File: src/rtl/dbf_scan_pkg.sv
// Shared definitions for the DBF scan-line sequencer.
// Holds the sequencer state encoding, the default phase lengths and the
// address/line widths that must match the dbf_chNN channel parameter set.
package dbf_scan_pkg;

    // Sequencer phases; IDLE is the only non-busy state.
    typedef enum logic [2:0] {
        IDLE   = 3'd0,
        TX     = 3'd1,
        SETTLE = 3'd2,
        RX     = 3'd3,
        GAP    = 3'd4
    } scan_state_e;

    // Widths shared with the channel bank.
    localparam int DBF_ADDR_WD = 10;
    localparam int DBF_LINE_WD = 8;

    // Default phase timing (clk cycles).
    localparam int DEF_CNT_WD     = 16;
    localparam int DEF_TX_CYC     = 64;
    localparam int DEF_SETTLE_CYC = 8;
    localparam int DEF_RX_CYC     = 1024;
    localparam int DEF_GAP_CYC    = 16;

endpackage

File: src/rtl/dbf_phase_timer.sv
// Loadable down-counter used to time each scan phase.
// Ports:
//   clk, rst   - clock, asynchronous active-high reset
//   load       - load load_val this cycle (phase entry)
//   load_val   - phase length minus one
//   tc         - registered terminal count, high while the count is zero
// The counter stops at zero; tc is kept as a register equal to (count == 0)
// so the sequencer sees a clean flag without a comparator in its path.
module dbf_phase_timer #(
    parameter int CNT_WD = 16
) (
    input  logic              clk,
    input  logic              rst,
    input  logic              load,
    input  logic [CNT_WD-1:0] load_val,
    output logic              tc
);

    logic [CNT_WD-1:0] cnt_r;
    logic              tc_r;

    // Count down towards zero, reloading on phase entry.
    always_ff @(posedge clk or posedge rst) begin
        if (rst) begin
            cnt_r <= '0;
            tc_r  <= 1'b1;
        end else if (load) begin
            cnt_r <= load_val;
            tc_r  <= (load_val == '0);
        end else if (cnt_r != '0) begin
            cnt_r <= cnt_r - CNT_WD'(1);
            tc_r  <= (cnt_r == CNT_WD'(1));
        end else begin
            cnt_r <= cnt_r;
            tc_r  <= 1'b1;
        end
    end

    assign tc = tc_r;

endmodule

File: src/rtl/dbf_scan_ctrl.sv
// Per-scan-line sequencer for the DBF channel array.
// Each line runs TX -> SETTLE -> RX -> GAP with no bubbles between lines.
// During RX it asserts start / dbf_lut_we and sweeps dbf_lut_addr 0..RX_CYC-1,
// broadcast to every channel.
// Ports:
//   clk, rst        - clock, asynchronous active-high reset
//   scan_go         - one-cycle frame start request (ignored while busy)
//   abort           - level; returns to IDLE next cycle without pulses
//   num_lines       - lines per frame, captured on an accepted scan_go
//   tx_en           - transmit window
//   start           - receive window / channel output enable
//   dbf_lut_we      - LUT read strobe (same as start)
//   dbf_lut_addr    - LUT address during RX, 0 otherwise
//   line_idx        - current line (0-based), 0 when idle
//   line_done       - pulse in the first GAP cycle of each line
//   frame_done      - pulse on normal frame completion
//   busy            - high in every state except IDLE
// All outputs are registers loaded from the next state (Moore timing).
module dbf_scan_ctrl
    import dbf_scan_pkg::*;
#(
    parameter int ADDR_WD    = DBF_ADDR_WD,
    parameter int CNT_WD     = DEF_CNT_WD,
    parameter int TX_CYC     = DEF_TX_CYC,
    parameter int SETTLE_CYC = DEF_SETTLE_CYC,
    parameter int RX_CYC     = DEF_RX_CYC,
    parameter int GAP_CYC    = DEF_GAP_CYC,
    parameter int LINE_WD    = DBF_LINE_WD
) (
    input  logic               clk,
    input  logic               rst,
    input  logic               scan_go,
    input  logic               abort,
    input  logic [LINE_WD-1:0] num_lines,
    output logic               tx_en,
    output logic               start,
    output logic               dbf_lut_we,
    output logic [ADDR_WD-1:0] dbf_lut_addr,
    output logic [LINE_WD-1:0] line_idx,
    output logic               line_done,
    output logic               frame_done,
    output logic               busy
);

    scan_state_e        state_r;
    scan_state_e        state_s;
    logic               tmr_load_s;
    logic [CNT_WD-1:0]  tmr_val_s;
    logic               tmr_tc_s;
    logic               last_line_s;

    logic [LINE_WD-1:0] num_r;
    logic [LINE_WD-1:0] num_s;
    logic               tx_en_r,      tx_en_s;
    logic               start_r,      start_s;
    logic [ADDR_WD-1:0] addr_r,       addr_s;
    logic [LINE_WD-1:0] line_idx_r,   line_idx_s;
    logic               line_done_r,  line_done_s;
    logic               frame_done_r, frame_done_s;
    logic               busy_r,       busy_s;

    dbf_phase_timer #(
        .CNT_WD (CNT_WD)
    ) u_timer (
        .clk      (clk),
        .rst      (rst),
        .load     (tmr_load_s),
        .load_val (tmr_val_s),
        .tc       (tmr_tc_s)
    );

    assign last_line_s = (line_idx_r == (num_r - LINE_WD'(1)));

    // State register.
    always_ff @(posedge clk or posedge rst) begin
        if (rst) begin
            state_r <= IDLE;
        end else begin
            state_r <= state_s;
        end
    end

    // Next-state logic; every phase entry reloads the timer with length-1.
    always_comb begin
        state_s    = state_r;
        tmr_load_s = 1'b0;
        tmr_val_s  = '0;
        if (abort) begin
            state_s = IDLE;
        end else begin
            case (state_r)
                IDLE: begin
                    // A zero-line frame completes without leaving IDLE.
                    if (scan_go && (num_lines != '0)) begin
                        state_s    = TX;
                        tmr_load_s = 1'b1;
                        tmr_val_s  = CNT_WD'(TX_CYC - 1);
                    end else begin
                        state_s = IDLE;
                    end
                end
                TX: begin
                    if (tmr_tc_s) begin
                        state_s    = SETTLE;
                        tmr_load_s = 1'b1;
                        tmr_val_s  = CNT_WD'(SETTLE_CYC - 1);
                    end else begin
                        state_s = TX;
                    end
                end
                SETTLE: begin
                    if (tmr_tc_s) begin
                        state_s    = RX;
                        tmr_load_s = 1'b1;
                        tmr_val_s  = CNT_WD'(RX_CYC - 1);
                    end else begin
                        state_s = SETTLE;
                    end
                end
                RX: begin
                    if (tmr_tc_s) begin
                        state_s    = GAP;
                        tmr_load_s = 1'b1;
                        tmr_val_s  = CNT_WD'(GAP_CYC - 1);
                    end else begin
                        state_s = RX;
                    end
                end
                GAP: begin
                    if (tmr_tc_s && last_line_s) begin
                        state_s = IDLE;
                    end else if (tmr_tc_s) begin
                        state_s    = TX;
                        tmr_load_s = 1'b1;
                        tmr_val_s  = CNT_WD'(TX_CYC - 1);
                    end else begin
                        state_s = GAP;
                    end
                end
                default: begin
                    state_s = IDLE;
                end
            endcase
        end
    end

    // Output logic: next values of the registered outputs, derived from the
    // transition being taken this cycle.
    always_comb begin
        tx_en_s      = (state_s == TX);
        start_s      = (state_s == RX);
        busy_s       = (state_s != IDLE);
        line_done_s  = (state_s == GAP) && (state_r != GAP);
        frame_done_s = 1'b0;
        addr_s       = '0;
        line_idx_s   = line_idx_r;
        num_s        = num_r;

        // Address sweeps only while staying in RX; RX entry starts at 0.
        if ((state_s == RX) && (state_r == RX)) begin
            addr_s = addr_r + ADDR_WD'(1);
        end else begin
            addr_s = '0;
        end

        if (state_s == IDLE) begin
            line_idx_s = '0;
        end else if ((state_r == GAP) && (state_s == TX)) begin
            line_idx_s = line_idx_r + LINE_WD'(1);
        end else begin
            line_idx_s = line_idx_r;
        end

        if (abort) begin
            frame_done_s = 1'b0;
        end else if (state_r == IDLE) begin
            frame_done_s = scan_go && (num_lines == '0);
        end else if (state_r == GAP) begin
            frame_done_s = tmr_tc_s && last_line_s;
        end else begin
            frame_done_s = 1'b0;
        end

        // Frame length is captured only on an accepted start.
        if (!abort && (state_r == IDLE) && scan_go) begin
            num_s = num_lines;
        end else begin
            num_s = num_r;
        end
    end

    // Output and frame-context registers.
    always_ff @(posedge clk or posedge rst) begin
        if (rst) begin
            num_r        <= '0;
            tx_en_r      <= 1'b0;
            start_r      <= 1'b0;
            addr_r       <= '0;
            line_idx_r   <= '0;
            line_done_r  <= 1'b0;
            frame_done_r <= 1'b0;
            busy_r       <= 1'b0;
        end else begin
            num_r        <= num_s;
            tx_en_r      <= tx_en_s;
            start_r      <= start_s;
            addr_r       <= addr_s;
            line_idx_r   <= line_idx_s;
            line_done_r  <= line_done_s;
            frame_done_r <= frame_done_s;
            busy_r       <= busy_s;
        end
    end

    assign tx_en        = tx_en_r;
    assign start        = start_r;
    assign dbf_lut_we   = start_r;
    assign dbf_lut_addr = addr_r;
    assign line_idx     = line_idx_r;
    assign line_done    = line_done_r;
    assign frame_done   = frame_done_r;
    assign busy         = busy_r;

endmodule

File: config.mk
export PLATFORM = sky130hd
export DESIGN_NAME = dbf_scan_ctrl
export DESIGN_NICKNAME = d
export VERILOG_FILES = /design/src/rtl/dbf_scan_pkg.sv /design/src/rtl/dbf_phase_timer.sv /design/src/rtl/dbf_scan_ctrl.sv
export SDC_FILE = /design/constraint.sdc
export NUM_CORES = 1
export LEC_CHECK = 0
export CAP_MARGIN = 20
export CELL_PAD_IN_SITES_DETAIL_PLACEMENT = 1
export CELL_PAD_IN_SITES_GLOBAL_PLACEMENT = 1
export CORE_MARGIN = 4
export CORE_UTILIZATION = 40
export CTS_CLUSTER_SIZE = 12
export DETAILED_ROUTE_END_ITERATION = 16
export PLACE_DENSITY = 0.82
export SYNTH_ARGS = -nofsm -noshare
export SYNTH_HDL_FRONTEND = slang
export SYNTH_SLANG_ARGS = --single-unit
File: constraint.sdc
create_clock -name clk -period 2.6 [get_ports clk]
set_input_delay 0.26 -clock clk [delete_from_list [all_inputs] [get_ports clk]]
set_output_delay 0.26 -clock clk [all_outputs]
set_load 0.01 [all_outputs]
==> results.yml <==
status:
  status: "finished, final reports clean"
setup_path:
  reg2reg_to: "u_timer.cnt_r[5]$_DFFE_PP0P_"
  cp_max_fo: 11
  slowest_delay_ps: 570
  slowest_stage: "or4_4"
  cp.required_ps: 2790
  rr_worst_depth: 7
  crit_chain: "or4_4 -> nor4_2 -> a311oi_1 -> a211oi_2 -> buf_12 -> o21ai_4 -> o32ai_1"
  ff2ff_setup_slack_ps: 120
  path_class: "reg -> reg"
  crit_arrival_ps: 2670
  worstSetupStartpointType: "register"
  r2r_start: "num_r[0]$_DFFE_PP0P_"
  end_kind: "register"
final_layout:
  postLayoutCoreUtil_pct: 51.56
  mostFrequentLayoutCell: "dfrtp_1"
  finish.instance_area_um2: 3522
  final_cell_mix: "dfrtp_1, nor2_1, clkdlybuf4s50_1, nand2_1, xor2_1"
  fill_cells: 791
  final_cells: 432
  drive_above_1_share_pct: 13.10
  nNetsFinal: 352
  syn2layout_area_growth_pct: 24.23
  antenna_cells: 0
floorplan:
  io_pins: 36
  start_util_pct: 41.50
  die_h_um: 92.19
  die_width_um: 92.19
  core_um2: 6832
  die_area_um2: 8499
  fp-row-count: 30
synthesis:
  synth-seq-area-share_pct: 45.06
  synthSimpleGateAreaFrac_pct: 22.82
  synth_compound_area_share_pct: 12.84
  synth_warnings: 0
  syn_area_um2: 2835
  ys_ff_latch: 51
  synth_edf_count: 0
  synthMuxAreaShare_pct: 2.913
  syn_nets: 310
  synth_top_family_by_area: "simple AND/OR/NAND/NOR gates"
  synth_fa_ha_area_share_pct: 2.207
  syn_inst: 293
  synth_xor_area_share_pct: 10.19
  synth_ff_type: "dfrtp_1"
  syn_avg_cell_area_um2: 9.677
  async_flop_share_pct: 100.0
  yosysUniqueCellTypes: 55
timing:
  finalHoldViolCount: 0
  setup_violations: 0
  finClkSkew_ps: 9.729
  fin_crit_ps: 2484
  drv_slew: 0
  setup_tns_ps: 0
  whs_ps: 315.6
  slew_headroom_pct: 62.68
  period_share_pct: 95.52
  worst_slack_ps: 116.4
  tightest_slew_ps: 559.0
  fmaxAchievable_ghz: 0.4026
detailed_routing:
  dr.pass1.iters: 4
  drt_iter0_markers: 69
  vias: 2328
  wl_per_cell_um: 16.57
  drc: 0
  antenna_left: 0
  wirelength_um: 7160
  vias_per_cell: 5.389
hold_path:
  hold_class: "in -> async"
power:
  ir_drop_uv: 322.8
  power_leakage_nw: 1.457
  switching_share_pct: 30.74
  clockPowerShare_pct: 29.4
  power_frac_comb_pct: 25.5
  p_total_mw: 2.222
  p_per_area_nw_per_um2: 630.9
  pwr-share-seq_pct: 45.1
  total_switching_power_mw: 0.6831
  p_int_mw: 1.539
clocking:
  clockRootBuffer: "clkbuf_8"
  htreeDepth: 2
  clkTransAtPathRegs_ps: 100
  cts_made_buffers: 5
  cts.sinks: 51
  clkLatencyLatePin_ps: 310
  tritoncts: "yes"
  clockBufferDepth: 2
global_route:
  grt_pass1_wl_um: 12000
  grt_max_degree: 29
  gr-usage-all-layers_pct: 17.59
  gr-total-overflow: 0
  grt_pass1_vias: 2441
  antenna_found_initial: 0
placed_design:
  place_area_um2: 3342
  place_congestion: 0.8209
  dpl.hpwl_um: 5052
  place_inst: 422
  dpl_worst_slack_ps: 43.67
  io_buffers: 35
flow_run:
  cap_violations: 0
repair_timing:
| item | 4_1_cts | 5_1_grt |
|---|---|---|
| buffers inserted | 0 | 2 |
| hold buffers | 0 | 0 |
| gates resized for setup | 0 | 7 |
| endpoints found under the setup margin | 0 | 26 |
final cells by class:
type	count	area, µm²	share of cell area (%)
flip-flops and latches	51	1279	36.31
multi-input cells	217	1473	41.81
clock inverters	2	60.06	1.705
clock buffers	6	72.57	2.060
well taps	96	120.1	3.410
inverters	13	48.80	1.385
repair buffers	47	469.2	13.32
cells in the mapped netlist, drive strengths merged, types with 2 or more instances:
| cell | number | area share, % |
|---|---|---|
| ha | 5 | 2.2 |
| dfrtp | 50 | 44 |
| inv | 13 | 1.7 |
| o32ai | 2 | 0.62 |
| xor2 | 21 | 6.5 |
| xnor2 | 12 | 3.7 |
| o21ai | 12 | 2.5 |
| o31a | 5 | 1.5 |
| a21oi | 5 | 0.88 |
| nor3 | 9 | 1.9 |
| nor3b | 2 | 0.53 |
| a22oi | 2 | 0.53 |
| nand4b | 2 | 0.62 |
| buf | 3 | 1.1 |
| a22o | 3 | 0.93 |
| nand2 | 22 | 2.9 |
| clkbuf | 9 | 1.2 |
| mux2 | 7 | 2.9 |
| nor2 | 40 | 5.3 |
| a221o | 3 | 1.1 |
| nor4 | 11 | 2.6 |
| nand3 | 12 | 2.1 |
| or2 | 3 | 0.66 |
| nand3b | 2 | 0.53 |
| and3 | 4 | 0.88 |
| or4 | 4 | 1.2 |
| a211oi | 4 | 1.4 |
| nand2b | 7 | 1.5 |
power groups by stage:
stage / combinational, mW / clock, mW / sequential (mW)
after floorplan: 0.400 / 0 / 0.970
after global placement: 0.508 / 0 / 0.997
after detailed placement: 0.542 / 0 / 1.01
after CTS: 0.552 / 0.670 / 0.994
after global routing: 0.628 / 0.703 / 1.02
final: 0.568 / 0.652 / 1.00
layer usage:
metal / vias up / part of all wire (%) / track usage [%]
met2: 43 / 50 / 30.84
met4: 0 / 1.4 / 4.455
met5: - / 0 / 0
met3: 10 / 2.6 / 3.199
met1: 1160 / 46 / 22.29
li1: 1115 / - / -
sequential cells by signal, indices dropped and copies added (netlist names), 3 cells and up:
name / count
u_timer.cnt_r: 16
num_r: 8
state_r: 3
line_idx: 8
dbf_lut_addr: 10
worst max-delay path, delay by kind of cell (launching register included):
kind | cells | cell delay [ps]
AO/OA/AOI/OAI | 4 | 900
AND/OR/NAND/NOR | 2 | 840
flip-flops | 1 | 440
buffers and inverters | 1 | 180
how the worst max path moves through the flow:
| stage | startpoint | endpoint | cells past startpoint |
|---|---|---|---|
| after global routing | num_r[0]$_DFFE_PP0P_ | u_timer.cnt_r[9]$_DFFE_PP0P_ | 8 |
| final | num_r[0]$_DFFE_PP0P_ | u_timer.cnt_r[5]$_DFFE_PP0P_ | 7 |
| after CTS | num_r[0]$_DFFE_PP0P_ | line_idx[0]$_DFFE_PP0P_ | 9 |
| after global placement | num_r[0]$_DFFE_PP0P_ | line_idx[0]$_DFFE_PP0P_ | 9 |
| after floorplan | num_r[0]$_DFFE_PP0P_ | u_timer.cnt_r[3]$_DFFE_PP0P_ | 9 |
| after detailed placement | num_r[0]$_DFFE_PP0P_ | line_idx[0]$_DFFE_PP0P_ | 9 |
logic make-up after synthesis:
kind of cell             Yosys count
AO/OA/AOI/OAI                     47
adder cells (fa/ha/maj)            5
flip-flops                        51
AND/OR/NAND/NOR                  125
XOR/XNOR                          33
buffers and inverters             25
multiplexers                       7
Note: power is estimated with default switching activity, not from simulation.
==> edit 1 (same settings) <==
Encoding of `scan_state_e`: now one-hot (5 bits for 5 states).
--- a/src/rtl/dbf_scan_pkg.sv
+++ b/src/rtl/dbf_scan_pkg.sv
@@ -4,12 +4,12 @@
 package dbf_scan_pkg;
 
     // Sequencer phases; IDLE is the only non-busy state.
-    typedef enum logic [2:0] {
-        IDLE   = 3'd0,
-        TX     = 3'd1,
-        SETTLE = 3'd2,
-        RX     = 3'd3,
-        GAP    = 3'd4
+    typedef enum logic [4:0] {
+        IDLE   = 5'b00001,
+        TX     = 5'b00010,
+        SETTLE = 5'b00100,
+        RX     = 5'b01000,
+        GAP    = 5'b10000
     } scan_state_e;
 
     // Widths shared with the channel bank.
Behaviour: no difference found for any inputs over 10 cycles, from zero or initial values and one cycle with rst high; not proved beyond that.
==> edit 1 against the unedited design <==
- count of clock-buffer cells in the layout fell by 1
- routed wire length rose by 17%
- synthesized area rose by 7.9%
- synthesized cell count rose by 15%
- final area rose by 9.0%
- worst setup slack got worse by 42 ps
- fmax fell by 1.7%
- first-iteration DRC count rose by 110%
- sequential cell count rose by 2
- power rose by 12%
- clock power fell by 25%
- critical path type unchanged
- critical endpoint is now u_timer.cnt_r[4]
==> edit 1: results (changes against the unedited design) <==
Clk Latency, worst-skew pair: 310 ps (about the same)
Biggest register: u_timer.cnt_r
Ant. Diodes: 0 (unchanged)
Clock slew at the register clock pins of the worst setup and hold paths: 110 ps
Worst path arrival time: 2720 ps (+50 ps)
Syn nets: 353 (+14%)
Commonest cells in the netlist: dfrtp_1, nor2_1, nand2_1, nand3_1, xnor2_1
First-pass GRT wire length: 14.0 mm (+17%)
Least-Margin Pin Slew: 746 ps (+187 ps)
Critical R2R Launch: state_r[0]
Synth top area cells: dfrtp_1, nor2_1, xnor2_1
Min-Delay Path Class: in2async
Reg2Reg Setup Slack: 70 ps (-40 ps)
Clock tree sinks: 53 (+3.9%)
Vias in the first global route: 2988 (+22%)
Syn. warnings: 0 (unchanged)
Drt initial violations: 142 (+110%)
Dpl hpwl: 6.22 mm (+23%)
Gpl congestion: 0.842 (+2.6%)
Sequential area share after synthesis: 0.434 (-0.0162)
Final worst clock skew: 13.0 ps (+3.32 ps)
Worst reg2reg path depth: 8 (+1)
Share of cells above drive strength 1: 0.164 (+0.0327)
Vias: 2772 (+19%)
Setup violators final: 0 (unchanged)
Netlist cell types: 55 (unchanged)
Max FFs per register: 16 (unchanged)
Place WS: -48.8 ps (-92.5 ps)
Pleak: 1.52 nW (+4.3%)
Pin count of the biggest net entering global routing: 28 (-3.4%)
Layout net count: 407 (+16%)
Gr usage total: 0.195 (+0.0187)
VDD IR max: 272 µV (-16%)
Cells after Synth: 336 (+15%)
Outcome: completed
Main synth FF type: dfrtp_1
Slowest Stage Delay on Critical Path: 630 ps (+60 ps)
RR Endpoint: u_timer.cnt_r[4]
Filler cells: 839 (+6.1%)
Worst Path Max Fanout: 13 (+2)
Final Max Tran Viols: 0 (unchanged)
Wire per inst: 17.1 µm (+3.0%)
CTS buffer count: 5 (unchanged)
Slowest library cell on the worst path: or4b_2
edit 1: cell count changes after synthesis, moves of 5 or more:
cell and delta:
clkbuf_1 +6, xor2_1 -7, a31oi_1 +5, o211ai_1 +11, nand2_1 +9, o31ai_1 +5
edit 1: metal layers:
layer,track usage,routed length [µm],up-vias
met5,0,0,-
met4,0.0829,182,0
met3,0.0339,301,19
met2,0.324,4160,69
met1,0.249,3720,1380
li1,-,-,1304
edit 1: worst max path at each step:
| stage | slack, ps | depth (start not counted) | to | startpoint |
|---|---|---|---|---|
| 4_1_cts | 30 | 8 | line_idx[2] | state_r[0] |
| 5_1_grt | -30 | 8 | u_timer.cnt_r[4] | state_r[0] |
| 3_3_place_gp | 180 | 8 | line_idx[3] | state_r[0] |
| 3_5_place_dp | -50 | 8 | line_idx[2] | num_r[2] |
| 6_report | 70 | 8 | u_timer.cnt_r[4] | state_r[0] |
| 2_1_floorplan | 130 | 10 | u_timer.cnt_r[3] | num_r[0] |
edit 1: kinds of logic (layout without fill, tap and decap cells):
kind of cell / count (synthesis) / in the layout / synth area share
flops: 53 / 53 / 0.434
fa+ha+maj: 5 / 5 / 0.0204
simple gates: 146 / 146 / 0.247
mux: 5 / 5 / 0.0184
compound gates: 67 / 67 / 0.153
xor+xnor: 30 / 30 / 0.0859
buf+inv: 30 / 85 / 0.0409
edit 1: final cells by class:
class / instances / share of cell area
Clock inverter: 3 / 0.00652
Timing Repair Buffer: 66 / 0.158
Clock buffer: 5 / 0.0179
Multi-Input combinational cell: 253 / 0.428
Inverter: 11 / 0.0108
Tap cell: 99 / 0.0323
Sequential cell: 53 / 0.346
edit 1: worst max-delay path: cells and delay by family, from the launching register on:
family,cells,cell delay [ps]
simple gates,4,1210
flops,1,570
buf+inv,2,320
compound gates,2,310
edit 1: repair_timing:
item / CTS / global route
buffers inserted: 0 / 6
pin swaps: 0 / 2
resized for setup: 1 / 10
setup endpoints to repair: 1 / 26
edit 1: power breakdown:
part	internal, mW	switching [mW]	total, mW
logic	0.418	0.500	0.918
registers	0.953	0.123	1.08
clock network	0.195	0.296	0.491
edit 1: metrics by stage:
stage	hold WS, ps	cells	utilization	area [µm²]
final	316	490	0.524	3840
after global routing	374	490	0.524	3840
after CTS	343	484	0.513	3760
after detailed placement	522	476	0.500	3660
after global placement	503	476	0.500	3660
after floorplan	377	336	-	3060
==> edit 2 (same settings) <==
Made on the original files. `DBF_LINE_WD`: 8 -> 12.
--- a/src/rtl/dbf_scan_pkg.sv
+++ b/src/rtl/dbf_scan_pkg.sv
@@ -14,7 +14,7 @@
 
     // Widths shared with the channel bank.
     localparam int DBF_ADDR_WD = 10;
-    localparam int DBF_LINE_WD = 8;
+    localparam int DBF_LINE_WD = 12;
 
     // Default phase timing (clk cycles).
     localparam int DEF_CNT_WD     = 16;
Interface: changed (resized line_idx and num_lines); port bits go from 36 to 44. No check against the original RTL was run, so the function may have changed too.
==> edit 2 against the unedited design <==
- synthesized area up 20%
- via count up 37%
- routed wire length up 50%
- final area up 31%
- critical path depth up 1
- sequential power up 5%
- largest cell class unchanged
- die area up 18%
- the flow now finishes with violations (setup timing)
- sequential share of layout area down 4.4 points
- worst setup slack worse by 320 ps
- critical path type unchanged
- sequential cell count up 8
- power up 22%
==> edit 2: results (changes against the unedited design) <==
Outcome: finished, violations left
Violated checks: setup timing
CTS buffer count: 9 (+4)
Max_slew headroom: 0.665 (+0.0379)
Detailed Routing Iterations Pass 1: 4 (unchanged)
Non-Filler Instances: 550 (+27%)
First-pass GRT wire length: 17.6 mm (+47%)
Final worst clock skew: 13.3 ps (+3.58 ps)
Htree depth: 3 (+1)
Place WS: -256 ps (-300 ps)
Ant. Diodes: 0 (unchanged)
Pleak: 1.93 nW (+33%)
Mapped Avg Cell Area: 9.52 µm² (-1.6%)
Share of cells above drive strength 1: 0.247 (+0.116)
Layout net count: 461 (+31%)
Synth top area cells: dfrtp_1, xor2_1, nor2_1
Filler cells: 918 (+16%)
Post-Route WL: 10.7 mm (+50%)
Commonest cells in the netlist: dfrtp_1, nor2_1, nand2_1, xor2_1, nand3_1
Gr usage total: 0.223 (+0.0467)
Pin count of the biggest net entering global routing: 39 (+34%)
Vias: 3185 (+37%)
Worst path arrival time: 3020 ps (+350 ps)
Clock Tree Root: clkbuf_8
Vias in the first global route: 3570 (+46%)
CTS max path bufs: 2 (unchanged)
Min-Delay Path Class: in2async
VDD IR max: 252 µV (-22%)
Clk Latency, worst-skew pair: 350 ps (+40 ps)
I/O Buffers: 43 (+23%)
Setup violators final: 33 (+33)
Netlist cell types: 60 (+9.1%)
Max FFs per register: 16 (unchanged)
Pwr/cell area: 586 nW/µm² (-7.2%)
Syn. warnings: 0 (unchanged)
Sequential area share after synthesis: 0.435 (-0.0157)
Drt initial violations: 136 (+97%)
Asr flop ratio synth: 1.00 (unchanged)
Syn nets: 378 (+22%)
Clock slew at the register clock pins of the worst setup and hold paths: 70 ps (-30 ps)
Setup slack after layout: -206 ps (-322 ps)
Placed cells: 530 (+26%)
Worst Path Max Fanout: 7 (-4)
Dpl hpwl: 7.27 mm (+44%)
Biggest register: u_timer.cnt_r
Gpl congestion: 0.808 (-1.5%)
Initial antenna violation count: 0 (unchanged)
Placed Area: 4210 µm² (+26%)
==> edit 2: final cells by class <==
| cell class | instances | share of cell area |
|---|---|---|
| Clock inverter | 6 | 0.0241 |
| Timing Repair Buffer | 87 | 0.169 |
| Tap cell | 105 | 0.0284 |
| Multi-Input combinational cell | 271 | 0.420 |
| Inverter | 12 | 0.00973 |
| Clock buffer | 10 | 0.0297 |
| Sequential cell | 59 | 0.319 |
==> edit 2: critical path: stages (launching register included) <==
cell and delay, ps:
dfrtp_1 390, or4_4 530, o41a_1 330, or4_4 530, a211oi_4 180, buf_4 160
a31oi_4 160, nor2_4 250, o211ai_1 140
==> edit 2: cell families after synthesis <==
family | count (synthesis) | synth area share
AO/OA/AOI/OAI | 58 | 0.122
multiplexers | 14 | 0.0457
XOR/XNOR | 33 | 0.0891
adder cells (fa/ha/maj) | 5 | 0.0184
flip-flops | 59 | 0.435
AND/OR/NAND/NOR | 159 | 0.252
buffers and inverters | 29 | 0.0379
==> edit 2: what timing repair did <==
| item | 4_1_cts | 5_1_grt |
|---|---|---|
| endpoints found under the setup margin | 33 | 34 |
| gates resized for setup | 26 | 6 |
| setup buffers | 1 | 1 |
| hold endpoints to repair | 0 | 0 |
| gates cloned | 2 | 0 |
| pin swaps | 19 | 1 |
==> edit 2: power breakdown <==
part	switching [mW]	leakage [nW]	internal (mW)
combinational	0.307	1.04	0.285
sequential	0.0675	0.768	0.987
clock	0.400	0.123	0.664
==> edit 2: path summary, 6_finish.rpt <==
path | from | to | slack, ps | depth (start not counted)
hold reg to reg | dbf_lut_addr[0] | dbf_lut_addr[0] | 520 | 1
setup / recovery | num_r[5] | line_idx[9] | -210 | 8
setup reg to reg | num_r[5] | line_idx[9] | -210 | 8
hold / removal | rst | dbf_lut_addr[8] | 270 | 2
max in group asynchronous | rst | u_timer.tc | 1700 | 3
min in group clk | dbf_lut_addr[0] | dbf_lut_addr[0] | 520 | 1
==> edit 2: metrics by stage <==
step                      TNS, ps  hold WS, ps
final                       -4350          267
after global routing        -6610          305
after CTS                   -3490          260
after detailed placement    -5210          514
after global placement      -3730          497
after floorplan             -6110          333
==> edit 2: metal layers <==
| layer | GRT usage | wire (µm) | up-vias | share of wire |
|---|---|---|---|---|
| li1 | - | - | 1471 | - |
| met1 | 0.257 | 4330 | 1624 | 0.40 |
| met2 | 0.400 | 5820 | 68 | 0.54 |
| met3 | 0.0473 | 351 | 22 | 0.033 |
| met4 | 0.0881 | 246 | 0 | 0.023 |
| met5 | 0 | 0 | - | 0 |
